$ cat src/rtl/ip_rcv_pkg.sv
`default_nettype none
// ============================================================================
// Module   : ip_rcv_pkg
// Brief    : Shared types and constants for the IPv4 receive path.
// Revision : 1.0
// ============================================================================
package ip_rcv_pkg;

  typedef enum logic [2:0] {
    ST_HDR   = 3'd0,
    ST_OPT   = 3'd1,
    ST_PAY   = 3'd2,
    ST_DROP  = 3'd3,
    ST_FLUSH = 3'd4
  } rcv_state_e;

  localparam logic [7:0]  IP_PROTO_UDP     = 8'd17;
  localparam int          IP_HDR_MIN_BYTES = 20;
  localparam logic [31:0] IP_BCAST_ADDR    = 32'hFFFF_FFFF;

  // Ones'-complement 16-bit add with end-around carry; one fold is enough.
  function automatic logic [15:0] csum_add(input logic [15:0] a, input logic [15:0] b);
    logic [16:0] s;
    s = {1'b0, a} + {1'b0, b};
    return s[15:0] + {15'd0, s[16]};
  endfunction

endpackage
`default_nettype wire

$ cat src/rtl/ip_rcv_if.sv
`default_nettype none
// ============================================================================
// Module   : ip_rcv_if
// Brief    : Byte-wide AXI-Stream style link (data/valid/last/ready).
// Revision : 1.0
// ============================================================================
interface ip_rcv_if;
  logic [7:0] tdata;
  logic       tvalid;
  logic       tlast;
  logic       tready;

  modport master (output tdata, output tvalid, output tlast, input  tready);
  modport slave  (input  tdata, input  tvalid, input  tlast, output tready);
endinterface
`default_nettype wire

$ cat src/rtl/ip_csum_acc.sv
`default_nettype none
// ============================================================================
// Module   : ip_csum_acc
// Brief    : Byte-serial 16-bit ones'-complement accumulator (big-endian words).
// Revision : 1.0
// ============================================================================
module ip_csum_acc
  import ip_rcv_pkg::*;
(
  input  logic        clk,
  input  logic        reset,
  input  logic        clr_i,
  input  logic        en_i,
  input  logic [7:0]  byte_i,
  output logic [15:0] sum_o
);

  logic [15:0] sum_q;
  logic [7:0]  hi_q;
  logic        lo_q;
  logic [15:0] base;
  logic        lo_now;

  // clr_i together with en_i means byte_i is the first (high) byte of a new sum.
  assign base   = clr_i ? 16'd0 : sum_q;
  assign lo_now = lo_q && !clr_i;
  assign sum_o  = (en_i && lo_now) ? csum_add(base, {hi_q, byte_i}) : base;

  always_ff @(posedge clk or posedge reset) begin
    if (reset) begin
      sum_q <= 16'd0;
      hi_q  <= 8'd0;
      lo_q  <= 1'b0;
    end else if (en_i) begin
      if (lo_now) begin
        sum_q <= sum_o;
        lo_q  <= 1'b0;
      end else begin
        sum_q <= base;
        hi_q  <= byte_i;
        lo_q  <= 1'b1;
      end
    end else if (clr_i) begin
      sum_q <= 16'd0;
      lo_q  <= 1'b0;
    end
  end

endmodule
`default_nettype wire

$ cat src/rtl/ip_rcv.sv
`default_nettype none
// ============================================================================
// Module   : ip_rcv
// Brief    : IPv4 receive filter; forwards accepted UDP segments byte-by-byte.
// Revision : 1.0
// ============================================================================
module ip_rcv
  import ip_rcv_pkg::*;
#(
  parameter logic [31:0] LOCAL_IP     = 32'hC0A8_010A,
  parameter bit          ACCEPT_BCAST = 1'b1
) (
  input  logic          clk,
  input  logic          reset,
  ip_rcv_if.slave       ip_axis,
  ip_rcv_if.master      udp_axis,
  output logic [31:0]   src_ip_out,
  output logic [15:0]   drop_cnt_out,
  output logic          err_trunc_out
);

  localparam logic [7:0] HDR_LAST_IDX = 8'(IP_HDR_MIN_BYTES - 1);

  rcv_state_e  state_q;
  logic [7:0]  cnt_q;
  logic [7:0]  ver_ihl_q;
  logic [7:0]  proto_q;
  logic [15:0] tot_len_q;
  logic [15:0] rem_q;
  logic [15:0] drop_cnt_q;
  logic [31:0] src_q;
  logic [31:0] dst_q;
  logic [31:0] src_ip_q;
  logic        err_trunc_q;

  logic        in_fire;
  logic        hdr_phase;
  logic        hdr_last;
  logic        dst_ok;
  logic        accept;
  logic [3:0]  ihl;
  logic [7:0]  hdr_bytes;
  logic [15:0] pay_len;
  logic [15:0] csum;
  logic [15:0] drop_cnt_d;
  logic [31:0] dst_full;

  assign ihl       = ver_ihl_q[3:0];
  assign hdr_bytes = {2'b00, ihl, 2'b00};
  assign hdr_phase = (state_q == ST_HDR) || (state_q == ST_OPT);
  assign in_fire   = ip_axis.tvalid && ip_axis.tready;

  assign ip_axis.tready  = (state_q == ST_PAY) ? udp_axis.tready : 1'b1;
  assign udp_axis.tvalid = (state_q == ST_PAY) && ip_axis.tvalid;
  assign udp_axis.tdata  = ip_axis.tdata;
  assign udp_axis.tlast  = (state_q == ST_PAY) && ((rem_q == 16'd1) || ip_axis.tlast);

  // IHL below 5 is still judged at byte 19 so a bad header cannot stall parsing.
  assign hdr_last = ((state_q == ST_HDR) && (cnt_q == HDR_LAST_IDX) && (ihl <= 4'd5)) ||
                    ((state_q == ST_OPT) && (cnt_q == hdr_bytes - 8'd1));

  assign dst_full   = (state_q == ST_HDR) ? {dst_q[23:0], ip_axis.tdata} : dst_q;
  assign dst_ok     = (dst_full == LOCAL_IP) || (ACCEPT_BCAST && (dst_full == IP_BCAST_ADDR));
  assign pay_len    = tot_len_q - {8'd0, hdr_bytes};
  assign drop_cnt_d = drop_cnt_q + {15'd0, (drop_cnt_q != 16'hFFFF)};

  assign accept = (ver_ihl_q[7:4] == 4'd4) && (ihl >= 4'd5) &&
                  (tot_len_q >= {8'd0, hdr_bytes}) && (proto_q == IP_PROTO_UDP) &&
                  dst_ok && (csum == 16'hFFFF);

  ip_csum_acc u_csum (
    .clk    (clk),
    .reset  (reset),
    .clr_i  ((state_q == ST_HDR) && (cnt_q == 8'd0)),
    .en_i   (in_fire && hdr_phase),
    .byte_i (ip_axis.tdata),
    .sum_o  (csum)
  );

  always_ff @(posedge clk or posedge reset) begin
    if (reset) begin
      state_q     <= ST_HDR;
      cnt_q       <= 8'd0;
      ver_ihl_q   <= 8'd0;
      proto_q     <= 8'd0;
      tot_len_q   <= 16'd0;
      rem_q       <= 16'd0;
      drop_cnt_q  <= 16'd0;
      src_q       <= 32'd0;
      dst_q       <= 32'd0;
      src_ip_q    <= 32'd0;
      err_trunc_q <= 1'b0;
    end else begin
      err_trunc_q <= 1'b0;
      if (in_fire) begin
        case (state_q)
          ST_HDR, ST_OPT: begin
            if (cnt_q == 8'd0) ver_ihl_q <= ip_axis.tdata;
            if (cnt_q == 8'd2) tot_len_q[15:8] <= ip_axis.tdata;
            if (cnt_q == 8'd3) tot_len_q[7:0]  <= ip_axis.tdata;
            if (cnt_q == 8'd9) proto_q <= ip_axis.tdata;
            if ((cnt_q >= 8'd12) && (cnt_q <= 8'd15)) src_q <= {src_q[23:0], ip_axis.tdata};
            if ((cnt_q >= 8'd16) && (cnt_q <= 8'd19)) dst_q <= {dst_q[23:0], ip_axis.tdata};
            cnt_q <= cnt_q + 8'd1;
            if (hdr_last) begin
              cnt_q <= 8'd0;
              if (accept) begin
                src_ip_q <= src_q;
                rem_q    <= pay_len;
                if (ip_axis.tlast) begin
                  state_q     <= ST_HDR;
                  err_trunc_q <= (pay_len != 16'd0);
                end else if (pay_len == 16'd0) begin
                  state_q <= ST_FLUSH;
                end else begin
                  state_q <= ST_PAY;
                end
              end else begin
                drop_cnt_q <= drop_cnt_d;
                state_q    <= ip_axis.tlast ? ST_HDR : ST_DROP;
              end
            end else if (ip_axis.tlast) begin
              cnt_q      <= 8'd0;
              drop_cnt_q <= drop_cnt_d;
              state_q    <= ST_HDR;
            end else if (cnt_q == HDR_LAST_IDX) begin
              state_q <= ST_OPT;
            end
          end
          ST_PAY: begin
            rem_q <= rem_q - 16'd1;
            if (rem_q == 16'd1) begin
              state_q <= ip_axis.tlast ? ST_HDR : ST_FLUSH;
            end else if (ip_axis.tlast) begin
              err_trunc_q <= 1'b1;
              state_q     <= ST_HDR;
            end
          end
          ST_DROP, ST_FLUSH: begin
            if (ip_axis.tlast) state_q <= ST_HDR;
          end
          default: state_q <= ST_HDR;
        endcase
      end
    end
  end

  assign src_ip_out    = src_ip_q;
  assign drop_cnt_out  = drop_cnt_q;
  assign err_trunc_out = err_trunc_q;

endmodule
`default_nettype wire

$ cat src/flat_wrapper.sv
// flat-port wrapper written by rule: the top's interface ports become plain ports
module ip_rcv_flat import ip_rcv_pkg::*;
#(
  parameter logic [31:0] LOCAL_IP     = 32'hC0A8_010A,
  parameter bit          ACCEPT_BCAST = 1'b1
)
  (clk, reset, src_ip_out, drop_cnt_out, err_trunc_out, ip_axis_tdata, ip_axis_tvalid, ip_axis_tlast, ip_axis_tready, udp_axis_tdata, udp_axis_tvalid, udp_axis_tlast, udp_axis_tready);
  ip_rcv_if ip_axis_i ();
  ip_rcv_if udp_axis_i ();
  input  logic clk;
  input  logic reset;
  output logic [31:0] src_ip_out;
  output logic [15:0] drop_cnt_out;
  output logic err_trunc_out;
  input wire logic [$bits(ip_axis_i.tdata)-1:0] ip_axis_tdata;
  input wire logic [$bits(ip_axis_i.tvalid)-1:0] ip_axis_tvalid;
  input wire logic [$bits(ip_axis_i.tlast)-1:0] ip_axis_tlast;
  output wire logic [$bits(ip_axis_i.tready)-1:0] ip_axis_tready;
  output wire logic [$bits(udp_axis_i.tdata)-1:0] udp_axis_tdata;
  output wire logic [$bits(udp_axis_i.tvalid)-1:0] udp_axis_tvalid;
  output wire logic [$bits(udp_axis_i.tlast)-1:0] udp_axis_tlast;
  input wire logic [$bits(udp_axis_i.tready)-1:0] udp_axis_tready;
  assign ip_axis_i.tdata = ip_axis_tdata;
  assign ip_axis_i.tvalid = ip_axis_tvalid;
  assign ip_axis_i.tlast = ip_axis_tlast;
  assign ip_axis_tready = ip_axis_i.tready;
  assign udp_axis_tdata = udp_axis_i.tdata;
  assign udp_axis_tvalid = udp_axis_i.tvalid;
  assign udp_axis_tlast = udp_axis_i.tlast;
  assign udp_axis_i.tready = udp_axis_tready;
  ip_rcv #(.LOCAL_IP(LOCAL_IP), .ACCEPT_BCAST(ACCEPT_BCAST)) u_core (.clk(clk), .reset(reset), .ip_axis(ip_axis_i), .udp_axis(udp_axis_i), .src_ip_out(src_ip_out), .drop_cnt_out(drop_cnt_out), .err_trunc_out(err_trunc_out));
endmodule
$ cat config.mk
export PLATFORM = sky130hd
export DESIGN_NAME = ip_rcv_flat
export DESIGN_NICKNAME = d
export VERILOG_FILES = /design/src/rtl/ip_rcv_pkg.sv /design/src/rtl/ip_rcv_if.sv /design/src/rtl/ip_csum_acc.sv /design/src/rtl/ip_rcv.sv /design/src/flat_wrapper.sv
export SDC_FILE = /design/constraint.sdc
export NUM_CORES = 1
export LEC_CHECK = 0
export ABC_CLOCK_PERIOD_IN_PS = 7600
export BUFFER_PORTS_ARGS = -buffer_cell sky130_fd_sc_hd__buf_2
export CAP_MARGIN = 20
export CORE_MARGIN = 2
export CORE_UTILIZATION = 55
export CTS_CLUSTER_DIAMETER = 80
export DETAILED_ROUTE_END_ITERATION = 6
export PLACE_DENSITY_LB_ADDON = 0.05
export SYNTH_ARGS = -nofsm -noshare
export SYNTH_HDL_FRONTEND = slang
export SYNTH_HIERARCHICAL = 1
export SYNTH_SLANG_ARGS = --single-unit
$ cat constraint.sdc
create_clock -name clk -period 7.6 [get_ports clk]
set_clock_uncertainty 0.1 [all_clocks]
set_input_delay 0.76 -clock clk [delete_from_list [all_inputs] [get_ports clk]]
set_output_delay 0.76 -clock clk [all_outputs]
set_load 0.005 [all_outputs]
== Yosys cells after proc, flatten, opt, wreduce, memory -nomap -nowiden ==
Index checks and enable logic that the tools add are counted.

* Latch bits: 0
* Memories kept: 0
* Input bits: 13
* RAM bits: 0
* Output and inout port bits: 60
* Bits in registers: 197
* Logic and storage cells: 128
* ROM bits: 0

* Shift-type cells: 0
* $add $sub $neg: 7
* Div/mod/pow operators: 0
* Reductions and logical operators: 43
* Equality and inequality tests: 20
* $mul: 0
* Mux-type cells: 35
* Bitwise operators: 1
* Magnitude comparators: 7

{| class="wikitable"
|+ Operators by type and width
! kind !! number
|-
| two-way mux 16 bit || 9
|-
| equality test 32 bit (second input constant) || 2
|-
| adder 16 x 1 -> 16 bit || 2
|-
| two-way mux 32 bit || 1
|-
| case mux 16 bit (2 select lines) || 1
|-
| two-way mux 3 bit || 9
|-
| AND reduction 3 bit || 6
|-
| adder 16 x 16 -> 17 bit || 1
|-
| logical AND 1 bit || 17
|-
| equality test 16 x 1 -> 1 bit (second input constant) || 1
|-
| equality test 16 bit (second input constant) || 1
|-
| equality test 8 x 2 -> 1 bit (second input constant) || 2
|-
| equality test 8 x 5 -> 1 bit (second input constant) || 2
|-
| greater-or-equal comparator 16 x 6 -> 1 bit || 1
|-
| zero test 16 bit || 1
|-
| two-way mux 8 bit || 2
|-
| != test 16 bit (second input constant) || 1
|-
| nonzero test 16 bit || 1
|-
| subtractor 16 x 1 -> 16 bit (second input constant) || 1
|-
| subtractor 16 x 6 -> 16 bit || 1
|-
| AND reduction 4 bit || 3
|-
| two-way mux 1 bit || 10
|-
| case mux 3 bit (3 select lines) || 1
|-
| adder 8 x 1 -> 8 bit (second input constant) || 1
|-
| 26 further kinds || 36
|}

== Longest topological paths before layout ==
Gate-level depths: netlist (run 1).

* Depth after elaboration: 12
* Mapped depth: 30
* Depth with buffers taken out: 27

== Hierarchy ==
The synthesis (run 1) kept the hierarchy.

{| class="wikitable"
|+ Modules (own cells, without submodules)
! module !! sequential area each (um^2) !! cells an instance !! area each (um^2) !! times used
|-
| ip_rcv || 4304.1 || 723 || 8495.6 || 1
|-
| ip_csum_acc || 625.6 || 281 || 2473.6 || 1
|}

== Least setup slack after synthesis (run 1) ==
No wires, ideal clock.

* Path type: register to register
* Start point: register u_core.cnt_q[3]
* End point: register u_core.rem_q[14]
* Arrival: 6221 ps
* Stages on the path, launching flop included: 30
* Setup time: 121 ps
* Period minus slack after synthesis: 6442 ps
* Buffers on the path: 4
* Setup slack: 1158 ps
* Required time: 7379 ps
* Cell sequence: dfrtp_1 > clkbuf_1 > nor2_1 > nand3_1 > nor3b_1 > clkbuf_8 > clkbuf_1 > nor2b_1 > ha_1 > buf_4 > o211ai_1 > o211a_1 > nor3_1 > o31ai_1 > nand2b_1 > a21oi_1 > o21bai_1 > ha_1 > ha_1 > nand2_1 > or4_4 > or3_1 > a311oi_1 > nor4bb_1 > and4_1 > o2111ai_1 > a211o_1 > o31ai_4 > o21ai_1 > a22o_1

* Word-level cells in the longest chain between the ends: 10
* Elaborated cells between the ends (all ways): 20
* Those cells by class: 2 x add/sub; 5 x eq/ne; 2 x mux; 11 x reduce/logical

{| class="wikitable"
|+ Ends and longest elaborated chain
! what !! RTL line !! source
|-
| start: declaration || ip_rcv.sv:25 || <nowiki>logic [7:0] cnt_q;</nowiki>
|-
| start signal: assignment || ip_rcv.sv:104 || <nowiki>cnt_q <= cnt_q + 8'd1;</nowiki>
|-
| zero test 8 bit * || ip_rcv.sv:74 || <nowiki>.clr_i ((state_q == ST_HDR) && (cnt_q == 8'd0)),</nowiki>
|-
| logical AND 1 bit * || ip_rcv.sv:74 ||
|-
| two-way mux 16 bit / zero test 1 bit (equally long branches) || ip_csum_acc.sv:25, ip_csum_acc.sv:26 ||
|-
| adder 16 x 16 -> 17 bit / logical AND 1 bit (equally long branches) || ip_rcv_pkg.sv:24, ip_csum_acc.sv:26 ||
|-
| adder 16 x 1 -> 16 bit / logical AND 1 bit (equally long branches) || ip_rcv_pkg.sv:25, ip_csum_acc.sv:27 ||
|-
| two-way mux 16 bit * || ip_csum_acc.sv:27 || <nowiki>assign sum_o = (en_i && lo_now) ? csum_add(base, {hi_q, byte_i}) : base;</nowiki>
|-
| net u_core.csum[10] || ip_rcv.sv:44 || <nowiki>logic [15:0] csum;</nowiki>
|-
| equality test 16 bit * || ip_rcv.sv:69 || <nowiki>dst_ok && (csum == 16'hFFFF);</nowiki>
|-
| logical AND 1 bit * || ip_rcv.sv:69 ||
|-
| != test 2 x 1 -> 1 bit (no line) * || -- ||
|-
| AND reduction 4 bit (no line) * || -- ||
|-
| end signal: assignment || ip_rcv.sv:109 || <nowiki>rem_q <= pay_len;</nowiki>
|-
| end signal: assignment || ip_rcv.sv:131 || <nowiki>rem_q <= rem_q - 16'd1;</nowiki>
|-
| end: declaration || ip_rcv.sv:29 || <nowiki>logic [15:0] rem_q;</nowiki>
|}

The timed path passes the listed nets; every way through them passes the cells marked *.
A chain may end at the register's enable or synchronous reset.

== Final worst setup path (run 1) ==
* Start point: register u_core.cnt_q[3]
* End point: register u_core.rem_q[8]

The elaborated chain is that of the path after synthesis.

==> results_dict.tcl, run 1 <==
set metrics [dict create \
    crit_fanout 48 \
    clk_latency_ns 0.44 \
    yosys_warnings 6 \
    clk_pin_slew_ns 0.07 \
    io_pins 73 \
    ant_nets 0 \
    die_y_um 145 \
    status "finished, final reports clean" \
    core_area_um2 19500 \
    post_synth.cell_area_avg_um2 10.9 \
    synth_fp_nets 1051 \
    n_fill_cell 1665 \
    initial_core_util_pct 56.2 \
    drive_gt1_share_pct 26.0 \
    fmax_ghz 0.142 \
    maxSlewHeadroom_pct 37.0 \
    synth_simple_gate_area_share_pct 17.7 \
    vias_per_cell 6.11 \
    synth_fa_ha_area_share_pct 4.02 \
    cap_viol_max_count 0 \
    area_delta_synth_final_pct 10.6 \
    p_per_area_nw_per_um2 273 \
    layout.nets 1106 \
    synth_edf_count 0 \
    cp.buffers_inverters 1 \
    gp_congestion 0.868 \
    tns_ns 0 \
    synth_top_family_by_area "simple AND/OR/NAND/NOR gates" \
    rows 51 \
    yosysSeqAreaShare_pct 44.9 \
    via_count 8164 \
    synth_compound_area_share_pct 11.0 \
    grt_use_total_pct 24.5 \
    cp_top_family "simple AND/OR/NAND/NOR gates" \
    drt_wl_total_mm 25.5 \
    arrival_ns 7.26 \
    synth_area_um2 11000 \
    synth_cell_types 86 \
    grt_antenna_before_repair 0 \
    hold_violations 0 \
    routedWlPerCell_um 19.1 \
    synth_ff_type "dfrtp_1" \
    grt_pass1_vias 7781 \
    worstMarginPinSlew_ns 0.945 \
    ys_ff_latch 197 \
    cts_sinks 197 \
    async_flop_share_pct 100 \
    die_area_um2 21100 \
    syn-instance-count 1004 \
    htreeDepth 4 \
    setup_viol 0 \
    cp_slowest_stage_delay_ns 0.48 \
    rsz0062_at_grt "false" \
    end_kind "flop" \
    die_w_um 145 \
    required_ns 7.82 \
    startpoint_type "flop" \
    cts_hold_buf 0 \
    portBuffers 72 \
    grt_pass1_wl_mm 41.4 \
    cts_tree "yes" \
    worstSetupPathType "flop to flop" \
    drc 0 \
    numCtsBuffers 17 \
    firstDrtPassIters 6 \
    min_period_ns 7.03 \
    drtIter0Drc 532 \
    slew_violations 0 \
    hold_path_class "input pin to asynchronous set/reset pin" \
    synthMuxAreaShare_pct 15.1 \
    post-route-period-util_pct 92.5 \
    placed_area_um2 11500 \
    leakage_nw 5.64 \
    antenna_cells 0 \
    cts_max_path_buffers 2 \
    irDropWorstVdd_mv 0.158 \
    cpMaxStageDelayCell "dfrtp_1" \
    synth_xor_area_share_pct 3.65 \
    overflow 0 \
    clock-root-buffer "clkbuf_16" \
    hpwl_mm 17.6 \
    cpMostUsedCell "ha_1" \
    grt_max_degree 103 \
    final_area_um2 12100 \
]
[layer usage]
layer / track usage, % / share of wire (%) / up-vias / wire length, um
met1: 35.5 / 48 / 4063 / 12200
met2: 38.5 / 47 / 198 / 11900
met5: 0 / 0 / - / 0
met3: 3.46 / 4.1 / 35 / 1060
met4: 7.30 / 1.7 / 0 / 422
li1: - / - / 3868 / -
[report_power, final]
| part | leakage (nW) | internal (mW) | switching, mW | total (mW) |
|---|---|---|---|---|
| Clock | 0.291 | 0.471 | 0.438 | 0.908 |
| Combinational | 2.74 | 0.455 | 0.596 | 1.05 |
| Sequential | 2.61 | 1.20 | 0.155 | 1.36 |
[cell families (layout without fill, tap and decap cells)]
kind of cell | after synthesis | after routing
flip-flops | 197 | 197
AND/OR/NAND/NOR | 343 | 344
buffers and inverters | 74 | 141
AO/OA/AOI/OAI | 171 | 171
adder cells (fa/ha/maj) | 34 | 34
multiplexers | 141 | 141
XOR/XNOR | 44 | 44
[path summary, 6_finish.rpt]
path	depth (start not counted)	startpoint	end	slack [ns]
setup / recovery	26	u_core/cnt_q[3]	u_core/rem_q[8]	0.57
setup reg to reg	26	u_core/cnt_q[3]	u_core/rem_q[8]	0.57
hold reg to reg	1	u_core/src_ip_out[21]	u_core/src_ip_out[21]	0.39
hold / removal	2	reset	u_core/u_csum/hi_q[2]	0.18
min in group clk	1	u_core/src_ip_out[21]	u_core/src_ip_out[21]	0.39
max in group asynchronous	3	reset	u_core/dst_q[24]	5.48
[placed cells by master (no fill, tap or decap), types with 6 or more instances in the layout]
cell,count
o31ai_1,7
nor4b_1,8
nand3_1,43
a22o_1,7
or2_2,6
inv_1,23
mux2_1,11
mux2_4,19
xnor2_1,14
nand2_1,61
nand4_1,21
and3_1,10
nor2_1,51
nor2b_1,23
o21ai_0,23
buf_4,11
o21a_1,6
inv_6,7
ha_1,32
a311oi_1,10
clkbuf_16,17
or3_1,12
o21ai_1,8
nor4_1,28
dfrtp_1,197
a211oi_1,17
nor3_1,21
buf_2,72
a21o_1,7
o22ai_1,9
or4_1,8
a21oi_1,34
xor2_1,28
and2_1,8
mux2_2,110
[Yosys cell counts, types with 4 or more instances]
cell type | n | share of area, %
a211oi_1 | 17 | 1.2
a21o_1 | 7 | 0.48
a21oi_1 | 34 | 1.6
a22o_1 | 7 | 0.56
a311oi_1 | 10 | 0.80
and2_1 | 8 | 0.46
and3_1 | 10 | 0.57
and4_1 | 4 | 0.32
buf_4 | 11 | 0.75
buf_6 | 5 | 0.51
clkbuf_1 | 26 | 0.89
dfrtp_1 | 197 | 45
ha_1 | 32 | 3.7
inv_1 | 24 | 0.82
mux2_1 | 11 | 1.1
mux2_2 | 110 | 11
mux2_4 | 19 | 2.6
nand2_1 | 61 | 2.1
nand2b_1 | 4 | 0.23
nand3_1 | 43 | 2.0
nand4_1 | 21 | 1.2
nand4b_1 | 5 | 0.40
nor2_1 | 52 | 1.8
nor2b_1 | 23 | 1.3
nor3_1 | 22 | 1.0
nor3b_1 | 6 | 0.41
nor4_1 | 29 | 1.7
nor4b_1 | 8 | 0.64
nor4bb_1 | 4 | 0.37
o211ai_1 | 5 | 0.34
o21a_1 | 6 | 0.41
o21ai_0 | 23 | 1.0
o21ai_1 | 8 | 0.37
o22ai_1 | 9 | 0.51
o31ai_1 | 7 | 0.48
or2_2 | 6 | 0.34
or3_1 | 12 | 0.68
or4_1 | 8 | 0.55
xnor2_1 | 14 | 1.1
xor2_1 | 28 | 2.2
[metrics by stage]
step | hold WS (ns) | util, % | worst slack [ns] | power, mW | cells
final | 0.184 | 62.2 | 0.568 | 3.32 | 1337
after global routing | 0.191 | 62.2 | 0.0382 | 3.51 | 1337
after CTS | 0.390 | 61.7 | 0.181 | 3.32 | 1334
after detailed placement | 0.374 | 58.7 | 0.255 | 2.40 | 1302
after global placement | 0.369 | 58.7 | 0.461 | 2.39 | 1302
after floorplan | 0.352 | - | 1.16 | 2.13 | 1004
[flip-flops by register name, summed over array words and instances, names as in the netlist]
signal and flops:
u_core/u_csum/sum_q 16, u_core/dst_q 32, u_core/rem_q 16, u_core/state_q 3, u_core/proto_q 8, u_core/drop_cnt_out 16, u_core/tot_len_q 16, u_core/src_ip_out 32
u_core/cnt_q 8, u_core/err_trunc_out 1, u_core/ver_ihl_q 8, u_core/src_q 32, u_core/u_csum/lo_q 1, u_core/u_csum/hi_q 8
[area by class of cell]
cell class / instances / area (um2) / area share, %
Multi-Input combinational cell: 734 / 5700 / 47.0
Timing Repair Buffer: 85 / 490 / 4.04
Clock inverter: 14 / 158 / 1.30
Sequential cell: 197 / 4930 / 40.6
Clock buffer: 18 / 429 / 3.54
Tap cell: 265 / 332 / 2.73
Inverter: 24 / 95.1 / 0.784
[timing repair]
item / CTS / global route
setup endpoints to repair: 0 / 63
gates resized for setup: 0 / 7
setup buffers: 0 / 1
[worst reg2reg max path: cells and delay by family, from the launching register on]
family                     cells  cell delay (ns)
AOI/OAI and AO/OA             10             2.19
adders and majority gates      3             0.87
and+or+nand+nor               12             3.04
DFF                            1             0.48
buffers and inverters          1             0.26
Power figures use the tool's default switching activity.
==> run 2: changes to the inputs <==
--- a/config.mk
+++ b/config.mk
@@ -5,7 +5,7 @@
 export SDC_FILE = /design/constraint.sdc
 export NUM_CORES = 1
 export LEC_CHECK = 0
-export ABC_CLOCK_PERIOD_IN_PS = 7600
+export ABC_CLOCK_PERIOD_IN_PS = 7850
 export BUFFER_PORTS_ARGS = -buffer_cell sky130_fd_sc_hd__buf_2
 export CAP_MARGIN = 20
 export CORE_MARGIN = 2
==> constraint.sdc (replaced) <==
create_clock -name clk -period 7.85 [get_ports clk]
set_clock_uncertainty 0.1 [all_clocks]
set_input_delay 0.785 -clock clk [delete_from_list [all_inputs] [get_ports clk]]
set_output_delay 0.785 -clock clk [all_outputs]
set_load 0.005 [all_outputs]
==> run 2 against run 1 <==
Effect of this change:
- sequential power fell by 4%
- die area did not move
- largest cell class unchanged
- critical path type unchanged
- critical path depth rose by 1
==> results_dict.tcl, run 2 (same netlist as run 1, synthesis figures left out) <==
set metrics [dict create \
    status "finished, final reports clean" \
    dp_slack_ns 0.672 \
    clk_pin_slew_ns 0.08 \
    cpMostUsedCell "ha_1" \
    drtIter0Drc 432 \
    drc 0 \
    core_area_um2 19500 \
    hpwl_mm 17.5 \
    die_area_um2 21100 \
    worstMarginPinSlew_ns 0.874 \
    required_ns 8.08 \
    slew_violations 0 \
    routedWlPerCell_um 18.8 \
    fmax_ghz 0.138 \
    drt_wl_total_mm 25.2 \
    hold_violations 0 \
    dp_cells 1305 \
    die_y_um 145 \
    ant_nets 0 \
    irDropWorstVdd_mv 0.153 \
    layout_common_cells "197 x dfrtp_1, 110 x mux2_2, 72 x buf_2" \
    fin_hold_ws_ns 0.141 \
    cp_top_family "simple AND/OR/NAND/NOR gates" \
    final_util_pct 62.1 \
    rsz0062_at_grt "false" \
    post-route-period-util_pct 92.6 \
    p_switching_mw 1.14 \
    final_area_um2 12100 \
    cpMaxStageDelayCell "dfrtp_1" \
    gp_congestion 0.884 \
    p_seq_share_pct 41.0 \
    cp.buffers_inverters 2 \
    io_pins 73 \
    die_w_um 145 \
    p_per_area_nw_per_um2 264 \
    pwr-share-comb_pct 31.4 \
    initial_core_util_pct 56.2 \
    switching_share_pct 35.6 \
    worstSetupPathType "flop to flop" \
    crit_fanout 27 \
    end_kind "flop" \
    grt_antenna_before_repair 0 \
    grt_max_degree 111 \
    overflow 0 \
    grt_use_total_pct 24.4 \
    numCtsBuffers 17 \
    firstDrtPassIters 5 \
    cts-resized-gates 0 \
    cts_max_path_buffers 2 \
    rows 51 \
    clk_latency_ns 0.43 \
    grt_pass1_wl_mm 41.3 \
    cp_slowest_stage_delay_ns 0.47 \
    worst_slack_ns 0.578 \
    htreeDepth 4 \
    startpoint_type "flop" \
    layout_commonest_cell "dfrtp_1" \
    vias_per_cell 6.02 \
    area_delta_synth_final_pct 10.6 \
    via_count 8063 \
    setup_viol 0 \
    fin_cells 1339 \
    layout.nets 1108 \
    cts_setup_buffers 0 \
    grt_pass1_vias 7724 \
    arrival_ns 7.50 \
    cts_hold_buf 0 \
    antenna_cells 0 \
    cts_tree "yes" \
    drive_gt1_share_pct 26.0 \
    placed_area_um2 11500 \
    leakage_nw 5.65 \
    n_fill_cell 1594 \
    min_period_ns 7.27 \
    cts_sinks 197 \
    cap_viol_max_count 0 \
    tns_ns 0 \
    hold_path_class "input pin to asynchronous set/reset pin" \
    p_total_mw 3.21 \
    power_frac_clock_pct 27.6 \
    clock-root-buffer "clkbuf_16" \
    maxSlewHeadroom_pct 41.3 \
    portBuffers 72 \
    power.internal_mw 2.07 \
]
==> run 2: worst register-to-register path, cell delays in order, from the launching register on <==
cell and delay [ns]:
dfrtp_1 0.47, nor3_2 0.47, nand3_1 0.16, nor3b_2 0.24, buf_4 0.28, nor2b_1 0.09
ha_1 0.42, o211ai_1 0.19, o211a_1 0.32, nor3_1 0.34, o31ai_1 0.12, nand2b_1 0.09
a21oi_1 0.06, o21bai_1 0.22, ha_1 0.24, ha_1 0.19, nand2_1 0.09, or4_4 0.44
or3_1 0.33, a311oi_1 0.37, nor4bb_1 0.37, and4_1 0.24, o2111ai_1 0.11, a211o_1 0.37
o31ai_4 0.19, buf_4 0.30, o21ai_1 0.11, a22o_1 0.23
==> run 2: worst paths after layout <==
| path | startpoint | end | slack [ns] | cells after the start |
|---|---|---|---|---|
| max | u_core/state_q[2] | u_core/rem_q[14] | 0.58 | 27 |
| min | reset | u_core/drop_cnt_out[12] | 0.14 | 2 |
| max reg2reg | u_core/state_q[2] | u_core/rem_q[14] | 0.58 | 27 |
| min reg2reg | u_core/drop_cnt_out[12] | u_core/drop_cnt_out[12] | 0.39 | 1 |
| max in group asynchronous | reset | u_core/dst_q[31] | 5.98 | 4 |
| min in group clk | u_core/drop_cnt_out[12] | u_core/drop_cnt_out[12] | 0.39 | 1 |
==> run 2: power groups by stage <==
stage          sequential, mW  clock, mW  combinational [mW]
2_1_floorplan            1.28          0               0.786
3_3_place_gp             1.33          0               0.983
3_5_place_dp             1.33          0               0.991
4_1_cts                  1.31      0.903               0.996
5_1_grt                  1.34      0.949                1.11
6_report                 1.31      0.884                1.01
==> run 2: routing by layer <==
| metal | up-vias | share of wire, % | track usage (%) |
|---|---|---|---|
| met5 | - | 0 | 0 |
| met4 | 0 | 1.8 | 7.70 |
| met3 | 26 | 4.0 | 3.71 |
| met2 | 186 | 47 | 38.4 |
| met1 | 3984 | 47 | 35.1 |
| li1 | 3867 | - | - |
==> run 2: layout make-up <==
class                           count  area [um2]  area share, %
Multi-Input combinational cell    733        5660           46.6
Sequential cell                   197        4930           40.6
Timing Repair Buffer               88         520           4.29
Clock buffer                       18         439           3.62
Tap cell                          265         332           2.73
Clock inverter                     14         159           1.31
Inverter                           24        95.1          0.784
==> run 3: changes to the inputs <==
--- a/config.mk
+++ b/config.mk
@@ -5,7 +5,7 @@
 export SDC_FILE = /design/constraint.sdc
 export NUM_CORES = 1
 export LEC_CHECK = 0
-export ABC_CLOCK_PERIOD_IN_PS = 7850
+export ABC_CLOCK_PERIOD_IN_PS = 8900
 export BUFFER_PORTS_ARGS = -buffer_cell sky130_fd_sc_hd__buf_2
 export CAP_MARGIN = 20
 export CORE_MARGIN = 2
@@ -13,6 +13,7 @@
 export CTS_CLUSTER_DIAMETER = 80
 export DETAILED_ROUTE_END_ITERATION = 6
 export PLACE_DENSITY_LB_ADDON = 0.05
+export REMOVE_ABC_BUFFERS = 1
 export SYNTH_ARGS = -nofsm -noshare
 export SYNTH_HDL_FRONTEND = slang
 export SYNTH_HIERARCHICAL = 1
==> constraint.sdc (replaced) <==
create_clock -name clk -period 8.9 [get_ports clk]
set_clock_uncertainty 0.1 [all_clocks]
set_input_delay 0.89 -clock clk [delete_from_list [all_inputs] [get_ports clk]]
set_output_delay 0.89 -clock clk [all_outputs]
set_load 0.005 [all_outputs]
==> run 3 against run 2 <==
Effect of this change:
- sequential power is 11% lower
- critical endpoint is now u_core/src_ip_out[17]
- utilization is 0.21 points lower
- combinational power is 13% lower
- global-route usage is 0.12 points higher
- largest cell class unchanged
- critical path type unchanged
- first-iteration DRC count is 8.8% lower
- flip-flop and latch count stayed put
==> results_dict.tcl, run 3 (same netlist as run 1, synthesis figures left out) <==
set metrics [dict create \
    p_total_mw 2.83 \
    hpwl_mm 17.5 \
    htreeDepth 4 \
    post-route-period-util_pct 84.7 \
    initial_core_util_pct 56.2 \
    layout_common_cells "197 x dfrtp_1, 110 x mux2_2, 72 x buf_2" \
    leakage_nw 5.61 \
    via_count 8017 \
    vias_per_cell 6.02 \
    p_per_area_nw_per_um2 234 \
    startpoint_type "flop" \
    antenna_cells 0 \
    die_y_um 145 \
    drt_wl_total_mm 25.0 \
    cts_setup_buffers 0 \
    arrival_ns 7.76 \
    cts_hold_buf 0 \
    maxSlewHeadroom_pct 33.4 \
    worstMarginPinSlew_ns 0.992 \
    hold_path_class "input pin to asynchronous set/reset pin" \
    cap_viol_max_count 0 \
    setup_viol 0 \
    cts_tree "yes" \
    die_area_um2 21100 \
    die_w_um 145 \
    slew_violations 0 \
    grt_pass1_vias 7753 \
    io_pins 73 \
    min_period_ns 7.54 \
    gp_congestion 0.862 \
    n_fill_cell 1687 \
    grt_max_degree 93 \
    final_area_um2 12100 \
    rows 51 \
    routedWlPerCell_um 18.8 \
    grt_antenna_before_repair 0 \
    rrSetupSlack_ns 1.36 \
    firstDrtPassIters 5 \
    irDropWorstVdd_mv 0.134 \
    placed_area_um2 11400 \
    numCtsBuffers 17 \
    drc 0 \
    clock-root-buffer "clkbuf_16" \
    drive_gt1_share_pct 25.6 \
    clk_pin_slew_ns 0.08 \
    end_kind "flop" \
    fmax_ghz 0.133 \
    hold_violations 0 \
    portBuffers 72 \
    required_ns 9.12 \
    layout_commonest_cell "dfrtp_1" \
    worstSetupPathType "flop to flop" \
    worst_slack_ns 1.36 \
    drtIter0Drc 394 \
    dp_slack_ns 1.44 \
    layout.nets 1101 \
    multiInputGateArea_um2 5660 \
    cts-resized-gates 0 \
    ant_nets 0 \
    clk_latency_ns 0.44 \
    grt_pass1_wl_mm 41.4 \
    cts_max_path_buffers 2 \
    crit_fanout 32 \
    rsz0062_at_grt "false" \
    register_area_um2 4930 \
    grt_use_total_pct 24.6 \
    tns_ns 0 \
    core_area_um2 19500 \
    overflow 0 \
    area_delta_synth_final_pct 10.2 \
    cts_sinks 197 \
    status "finished, final reports clean" \
]
-- run 3: metrics by stage --
stage / util (%) / hold slack, ns / cells
finish: 61.9 / 0.310 / 1332
global route: 61.9 / 0.306 / 1332
CTS: 61.6 / 0.386 / 1330
detailed placement: 58.5 / 0.376 / 1298
global placement: 58.5 / 0.367 / 1298
floorplan: - / 0.352 / 954
-- run 3: path summary, 6_finish.rpt --
kind,startpoint,end,cells past startpoint
setup / recovery,u_core/state_q[1],u_core/src_ip_out[17],26
hold reg to reg,u_core/drop_cnt_out[4],u_core/drop_cnt_out[4],1
max in group asynchronous,reset,u_core/proto_q[1],4
setup reg to reg,u_core/state_q[1],u_core/src_ip_out[17],26
min in group clk,u_core/drop_cnt_out[4],u_core/drop_cnt_out[4],1
hold / removal,reset,u_core/u_csum/sum_q[0],2
-- run 3: critical path: stages (launching register included) --
cell	delay, ns
dfrtp_1	0.46
nor3_2	0.53
nand3_1	0.17
nor3b_2	0.34
buf_4	0.25
nor2b_1	0.07
ha_1	0.42
o211ai_1	0.18
o211a_1	0.31
nor3_1	0.31
o31ai_1	0.12
nand2b_1	0.09
a21oi_1	0.06
o21bai_1	0.17
ha_1	0.21
ha_1	0.19
nand2_1	0.09
nor4_1	0.41
and3_1	0.25
o31a_1	0.14
or4bb_1	0.40
nor4_1	0.27
o2111ai_1	0.15
a211oi_1	0.36
and2_2	0.39
nand3_4	0.48
mux2_1	0.50
-- run 3: routing by layer --
layer / vias to the layer above / track usage [%] / share of wire (%)
li1: 3851 / - / -
met1: 3943 / 34.5 / 47
met2: 189 / 38.2 / 46
met3: 34 / 4.75 / 4.5
met4: 0 / 8.73 / 2.6
met5: - / 0 / 0
-- run 3: report_power, final --
group	leakage, nW	internal [mW]	total [mW]	switching, mW
clock	0.286	0.403	0.785	0.382
sequential	2.61	1.03	1.16	0.133
combinational	2.71	0.383	0.883	0.499
total	5.61	1.81	2.83	1.01
-- run 3: final cells by class --
| class | instances | share of cell area, % |
|---|---|---|
| clock buffers | 17 | 3.52 |
| clock inverters | 15 | 1.48 |
| inverters | 24 | 0.787 |
| multi-input cells | 733 | 46.8 |
| flip-flops and latches | 197 | 40.8 |
| well taps | 265 | 2.74 |
| repair buffers | 81 | 3.87 |
